<file path="config.mk">
export PLATFORM = sky130hd
export DESIGN_NAME = uart_rx
export DESIGN_NICKNAME = d
export VERILOG_FILES = /design/src/rtl/uart_pkg.sv /design/src/rtl/uart_rx_sync.sv /design/src/rtl/uart_rx.sv
export SDC_FILE = /design/constraint.sdc
export NUM_CORES = 1
export LEC_CHECK = 0
export CAP_MARGIN = 20
export CORE_MARGIN = 1.5
export CORE_UTILIZATION = 30
export CTS_CLUSTER_DIAMETER = 100
export CTS_CLUSTER_SIZE = 10
export DETAILED_ROUTE_END_ITERATION = 12
export HOLD_SLACK_MARGIN = 0.02
export SYNTH_ARGS = -nofsm -noshare
export SYNTH_HDL_FRONTEND = slang
export SYNTH_SLANG_ARGS = --single-unit
</file>
<file path="constraint.sdc">
create_clock -name clk -period 4.4 [get_ports clk]
set_clock_uncertainty 0.15 [all_clocks]
set_input_delay 0.44 -clock clk [delete_from_list [all_inputs] [get_ports clk]]
set_output_delay 0.44 -clock clk [all_outputs]
set_load 0.01 [all_outputs]
</file>
<file path="src/rtl/uart_pkg.sv">
// Shared UART definitions: state encoding, default frame parameters
// and frame format descriptor used by uart_tx and uart_rx.
package uart_pkg;

  localparam int DATA_BITS_DEF  = 8;
  localparam int OVERSAMPLE_DEF = 16;

  typedef logic [2:0] state_t;

  localparam state_t ST_IDLE      = 3'd0;
  localparam state_t ST_START     = 3'd1;
  localparam state_t ST_DATA      = 3'd2;
  localparam state_t ST_STOP      = 3'd3;
  localparam state_t ST_WAIT_IDLE = 3'd4;

  localparam logic [1:0] PARITY_NONE = 2'd0;
  localparam logic [1:0] PARITY_EVEN = 2'd1;
  localparam logic [1:0] PARITY_ODD  = 2'd2;

  typedef struct packed {
    logic [3:0] data_bits;
    logic [1:0] parity;
    logic [1:0] stop_bits;
  } frame_fmt_t;

  localparam frame_fmt_t FRAME_8N1 = '{
    data_bits: 4'd8,
    parity:    PARITY_NONE,
    stop_bits: 2'd1
  };

  // Counter width that never collapses to zero bits.
  function automatic int cnt_w(input int n);
    return (n > 1) ? $clog2(n) : 1;
  endfunction

endpackage

</file>
<file path="src/rtl/uart_rx_sync.sv">
// Two-flop synchronizer for an asynchronous single-bit input.
// Reset value is a parameter so idle-high lines stay quiet.
module uart_rx_sync #(
  parameter logic RST_VAL = 1'b1
) (
  input  logic clk,
  input  logic rst,
  input  logic d,
  output logic q
);

  logic meta;

  always_ff @(posedge clk or negedge rst) begin
    if (!rst) begin
      meta <= RST_VAL;
      q    <= RST_VAL;
    end else begin
      meta <= d;
      q    <= meta;
    end
  end

endmodule

</file>
<file path="src/rtl/uart_rx.sv">
// UART receiver: 8N1 frames recovered with an oversampling strobe,
// one-clock valid and frame_err pulses.
module uart_rx
  import uart_pkg::*;
#(
  parameter int DATA_BITS  = DATA_BITS_DEF,
  parameter int OVERSAMPLE = OVERSAMPLE_DEF
) (
  input  logic                 clk,
  input  logic                 rst,
  input  logic                 en,
  input  logic                 sample_tick,
  input  logic                 rx,
  output logic [DATA_BITS-1:0] data,
  output logic                 valid,
  output logic                 frame_err,
  output logic                 busy
);

  localparam int TW = cnt_w(OVERSAMPLE);
  localparam int BW = cnt_w(DATA_BITS);

  localparam logic [TW-1:0] T_HALF = TW'(OVERSAMPLE / 2 - 1);
  localparam logic [TW-1:0] T_FULL = TW'(OVERSAMPLE - 1);
  localparam logic [BW-1:0] B_LAST = BW'(DATA_BITS - 1);

  logic                 rx_s;
  state_t               state, state_d;
  logic [TW-1:0]        tick_cnt, tick_d, tick_inc;
  logic [BW-1:0]        bit_cnt, bit_d;
  logic [DATA_BITS-1:0] sr, sr_d;
  logic [DATA_BITS-1:0] data_d;
  logic                 valid_d, ferr_d;
  logic                 t_mid, t_end;

  uart_rx_sync #(
    .RST_VAL (1'b1)
  ) u_sync (
    .clk (clk),
    .rst (rst),
    .d   (rx),
    .q   (rx_s)
  );

  assign tick_inc = tick_cnt + TW'(1);
  assign t_mid    = (tick_cnt == T_HALF);
  assign t_end    = (tick_cnt == T_FULL);

  always_comb begin
    state_d = state;
    tick_d  = tick_cnt;
    bit_d   = bit_cnt;
    sr_d    = sr;
    data_d  = data;
    valid_d = 1'b0;
    ferr_d  = 1'b0;
    if (!en) begin
      state_d = ST_IDLE;
    end else if (sample_tick) begin
      unique case (state)
        ST_IDLE: begin
          if (!rx_s) begin
            tick_d  = '0;
            state_d = ST_START;
          end
        end
        ST_START: begin
          if (!t_mid) begin
            tick_d = tick_inc;
          end else if (!rx_s) begin
            tick_d  = '0;
            bit_d   = '0;
            state_d = ST_DATA;
          end else begin
            state_d = ST_IDLE;
          end
        end
        ST_DATA: begin
          if (!t_end) begin
            tick_d = tick_inc;
          end else begin
            tick_d = '0;
            sr_d   = {rx_s, sr[DATA_BITS-1:1]};
            if (bit_cnt == B_LAST) begin
              state_d = ST_STOP;
            end else begin
              bit_d = bit_cnt + BW'(1);
            end
          end
        end
        ST_STOP: begin
          if (!t_end) begin
            tick_d = tick_inc;
          end else begin
            tick_d = '0;
            // Leaving at mid stop bit lets the next start edge land in IDLE.
            if (rx_s) begin
              data_d  = sr;
              valid_d = 1'b1;
              state_d = ST_IDLE;
            end else begin
              ferr_d  = 1'b1;
              state_d = ST_WAIT_IDLE;
            end
          end
        end
        ST_WAIT_IDLE: begin
          if (rx_s) begin
            state_d = ST_IDLE;
          end
        end
        default: begin
          state_d = ST_IDLE;
        end
      endcase
    end
  end

  always_ff @(posedge clk or negedge rst) begin
    if (!rst) begin
      state     <= ST_IDLE;
      tick_cnt  <= '0;
      bit_cnt   <= '0;
      sr        <= '0;
      data      <= '0;
      valid     <= 1'b0;
      frame_err <= 1'b0;
      busy      <= 1'b0;
    end else begin
      state     <= state_d;
      tick_cnt  <= tick_d;
      bit_cnt   <= bit_d;
      sr        <= sr_d;
      data      <= data_d;
      valid     <= valid_d;
      frame_err <= ferr_d;
      busy      <= (state_d != ST_IDLE);
    end
  end

endmodule

</file>
; ---- Word level (Yosys, flattened, before mapping)
; Cells that the tools add are included.
[op_classes]
n_lt_le_gt_ge = 0
n_mul = 0
addsub = 2
div = 0
mux = 30
n_shift = 0
n_bitwise = 0
n_eq_ne = 11
reduce_logical = 9
[ops]
columns = op, n
row1 = 2-to-1 mux 3 bit, 13
row2 = one-hot mux 3 bit (5 select lines), 1
row3 = 2-to-1 mux 4 bit, 3
row4 = one-hot mux 4 bit (3 select lines), 1
row5 = 2-to-1 mux 1 bit, 10
row6 = != test 2 bit (second input constant), 4
row7 = AND reduction 7 bit, 1
row8 = == test 3 x 2 -> 1 bit (second input constant), 2
row9 = == test 3 bit (second input constant), 2
row10 = one-hot mux 3 bit (2 select lines), 1
row11 = nonzero test 3 bit, 2
row12 = AND reduction 5 bit, 1
row13 = adder 4 x 1 -> 4 bit (second input constant), 1
row14 = == test 4 x 3 -> 1 bit (second input constant), 1
row15 = == test 4 bit (second input constant), 1
row16 = AND reduction 4 bit, 1
row17 = adder 3 x 1 -> 3 bit (second input constant), 1
row18 = == test 3 x 1 -> 1 bit (second input constant), 1
row19 = zero test 3 bit, 1
row20 = AND reduction 3 bit, 1
row21 = 2-to-1 mux 2 bit, 1
row22 = nonzero test 2 bit, 1
row23 = OR reduction 2 bit, 1
[totals]
memories = 0
output_inout_bits = 11
elab_cells = 62
register_bits = 31
latch_bits = 0
ram_bits = 0
romBits = 0

; ---- Longest topological paths before layout
[depth]
ltp_word = 7
mapped_depth = 6

; ---- Hierarchy
; From an unflattened synthesis, not the netlist that was laid out.
[hier_totals]
hier_cells = 127
area_unflattened_um2 = 1487.7
[by_module_without_submodules]
columns = module, area_per_inst_um2, n_inst, cells_per_inst, seq_area_each_um2
row1 = uart_rx, 1435.1, 1, 125, 725.7
row2 = uart_rx_sync, 52.6, 1, 2, 52.6

; ---- Least setup slack after synthesis
; OpenSTA, ideal clock, no wires.
[synth_timing]
path_type = register to register
startpoint = reg tick_cnt[0]
endpoint = reg sr[0]
required_ns = 4.125
path_slack_ns = 2.588
setup_ns = 0.125
arrival_time_ns = 1.538
period_less_slack_ns = 1.812
stages_incl_launch_ff = 5
path_cell_list = dfrtp_1 ha_1 nand3_2 nor4_4 mux2_2
[synth_via]
elab_chain_len = 2
[synth_rtl]
columns = element, line_no
row1 = "start, declared", uart_rx.sv:29  ; logic [TW-1:0] tick_cnt, tick_d, tick_inc;
row2 = "start signal, assigned", uart_rx.sv:131  ; tick_cnt <= tick_d;
row3 = == test 4 bit, uart_rx.sv:47  ; assign t_end = (tick_cnt == T_FULL);
row4 = AND reduction 4 bit (no line), -
row5 = "end signal, assigned", uart_rx.sv:133  ; sr <= sr_d;
row6 = "end, declared", uart_rx.sv:31  ; logic [DATA_BITS-1:0] sr, sr_d;
; No other way between the ends.
; A chain may end at the register's enable or synchronous reset.

; ---- Worst setup path after layout
[layout_timing]
startpoint = in sample_tick
endpoint = reg data[4]
[layout_via]
elab_chain_len = 1
[layout_rtl]
columns = element, line_no
row1 = "start, declared", uart_rx.sv:12  ; input logic sample_tick,
row2 = AND reduction 5 bit (no line), -
row3 = "end signal, assigned", uart_rx.sv:134  ; data <= data_d;
row4 = "end, declared", uart_rx.sv:14  ; output logic [DATA_BITS-1:0] data,
; No other way between the ends.

==> impl_metrics.csv <==
group,metric,value,unit
status,status,"completed",
clock_tree,postCtsSetupBuffers,0,
final_layout,layout_common_cells,"dfrtp_1 (29), mux2_2 (17), clkdlybuf4s50_1 (15)",
sta,worstMarginPinSlew,0.6072,ns
critical_path,rr_endpoint,"data[4]",
final_layout,antenna_cells,0,
critical_path,crit_start,"sample_tick",
yosys,synth_cell_type_count,41,
clock_tree,cts.htree.levels,2,
global_routing,grt_pass1_wl,4947,um
sta,max_freq,460.3,MHz
critical_path,reg2reg_slack,2.29,ns
global_routing,grt_start_max_net_pins,32,
sta,setup_viol,0,
worst_hold_path,hold_class,"reg -> reg",
final_layout,area_delta_synth_final,21.32,%
critical_path,r2r_cells,4,
pwr,irDropWorstVdd,0.1571,mV
sta,final.period_utilization,0.4938,
die,core_region_area,4692,sq um
drt,drtIter0Drc,81,
yosys,syn_nets,125,
global_routing,grt_overflow,0,
sta,maxSlewViolCount,0,
placement,place.gp.congestion,0.8657,
global_routing,grt_usage,0.1261,
global_routing,first_global_vias,1017,
die,die_width,72.80,um
yosys,yosysSeqAreaShare,0.5325,
die,start_util,0.3115,
yosys,ys_ff_latch,31,
pwr,powerDensity,392.1,nW/um^2
yosys,avgSynthCellArea,12.49,sq um
critical_path,cp.required,4.41,ns
placement,portBuffers,15,
critical_path,cp-start-kind,"input pin",
final_layout,final_common_cell,"dfrtp_1",
drt,antenna_left,0,
pwr,total_leakage_power,0.8062,nW
yosys,yosys_warnings,0,
drt,dr_total_vias,1003,
critical_path,setup.worst_path.end,"data[4]",
drt,drc,0,
drt,wl_per_cell,14.95,um
die,num_io_pins,16,
critical_path,worst-path-max-fanout,9,
die,rows,25,
sta,slew-limit-headroom,0.5922,
sta,rsz0062_at_grt,"false",
clock_tree,tritoncts,"done",
die,die-area,5299,sq um
clock_tree,clkLatencyLatePin,0.28,ns
placement,hpwl,1998,um
clock_tree,cts_resized,0,
sta,holdWs,0.2076,ns
critical_path,critPathArrivalTime,2.18,ns
critical_path,cp_slowest_cell,"clkdlybuf4s50_1",
sta,min_period,2.173,ns
critical_path,path_cells,"clkdlybuf4s50_1, nand2_1, nor3_1, nand3_2, mux2_2",
final_layout,final_layout_size_suffix_gt1_frac,0.2794,
clock_tree,numCtsBuffers,5,
yosys,syn_area,1461,sq um
critical_path,end_kind,"register",
critical_path,cp_slowest_stage_delay,0.61,ns
clock_tree,clockRootBuffer,"clkbuf_8",
clock_tree,clk_pin_slew,0.06,ns
drt,routed_via_density,5.279,
global_routing,antenna_found_initial,0,
drt,wl,2841,um
run,max_cap_viol_count,0,
die,die-height,72.80,um
clock_tree,clockBufferDepth,2,
final_layout,fin_nets,143,
sta,hold_viol_final,0,
clock_tree,ctsHoldBuffers,0,
critical_path,timing.rr.start,"state[2]",
clock_tree,clkSinkCount,31,
yosys,synthCells,117,
drt,drt_pass1_iterations,4,
critical_path,crit_type,"in -> reg",
sta,tns,0,ns
-- per-stage QoR --
step	setup WS (ns)	std cells	utilization	power, mW	cell area [sq um]
floorplan	2.588	117	-	0.3857	1461
global placement	2.001	182	0.3528	0.4062	1655
detailed placement	1.980	182	0.3528	0.4117	1655
CTS	2.263	190	0.3779	0.7039	1773
global route	2.127	190	0.3779	0.7387	1773
finish	2.227	190	0.3779	0.6951	1773
-- state kept, by name, indices dropped and copies added, names as in the netlist --
signal,count
u_sync.q,1
busy,1
tick_cnt,4
bit_cnt,3
state,3
frame_err,1
sr,8
valid,1
data,8
u_sync.meta,1
-- cells by family (layout without fill, tap and decap cells) --
kind of cell,Yosys count,after routing,share of synthesized area
DFF,31,31,0.5325
and+or+nand+nor,29,29,0.1310
AOI/OAI and AO/OA,23,23,0.1276
muxes,18,18,0.1378
buffers and inverters,12,31,0.03939
adders and majority gates,3,3,0.02569
xor gates and xnor gates,1,1,0.005994
-- cell usage after synthesis (all sizes together) --
cell type	number	share of area
nand2b	1	0.0043
dfstp	2	0.036
a31oi	1	0.0043
a32oi	1	0.0060
o221ai	3	0.018
nor2b	2	0.0086
inv	7	0.018
and3b	1	0.0068
a22o	3	0.020
a221oi	1	0.0060
or4	1	0.0051
buf	5	0.021
nand3b	1	0.0051
or3	1	0.0043
nand3	3	0.017
a21oi	3	0.010
o21ai	3	0.010
nor3	2	0.0068
nor2	5	0.013
mux2i	1	0.0068
mux2	17	0.13
and2b	1	0.0051
o311ai	1	0.0060
ha	3	0.026
o32ai	1	0.0060
o21ba	1	0.0068
xor2	1	0.0060
nand2	6	0.015
and3	1	0.0051
nor4	2	0.019
o31ai	1	0.0051
o41ai	2	0.017
nor4b	1	0.010
a211o	2	0.012
dfrtp	29	0.50
nor3b	1	0.0051
-- per-layer routing --
layer  vias to the layer above  share of wire  GRT usage
li1                        470              -          -
met2                        34           0.49     0.1957
met3                         8          0.056    0.03867
met4                         0          0.029    0.07128
met1                       491           0.43     0.1556
met5                         -              0          0
-- worst max-delay path, delay by kind of cell --
kind | cells | cell delay (ns)
multiplexers | 1 | 0.35
buffers and inverters | 1 | 0.61
AND/OR/NAND/NOR | 3 | 0.77
-- power breakdown --
part           total (mW)  switching (mW)  internal [mW]
sequential          0.325          0.0231          0.302
combinational      0.0818          0.0443         0.0374
clock               0.288           0.105          0.183
-- worst min path at each step --
stage                 end        start  slack (ns)  cells after the start
5_1_grt          u_sync.q  u_sync.meta        0.22                      0
6_report         u_sync.q  u_sync.meta        0.21                      0
3_3_place_gp     u_sync.q  u_sync.meta        0.20                      0
2_1_floorplan  bit_cnt[0]          rst      -0.006                      0
3_5_place_dp     u_sync.q  u_sync.meta        0.20                      0
4_1_cts          u_sync.q  u_sync.meta        0.21                      0
-- cell type report --
| type | count | area, sq um |
|---|---|---|
| Fill cell | 447 | 2919 |
| Sequential cell | 31 | 778.2 |
| Multi-Input combinational cell | 74 | 625.6 |
| Timing Repair Buffer | 16 | 157.7 |
| Clock buffer | 6 | 82.58 |
| Tap cell | 54 | 67.56 |
| Clock inverter | 2 | 35.03 |
| Inverter | 7 | 26.28 |
(Power assumes the default switching activity.)
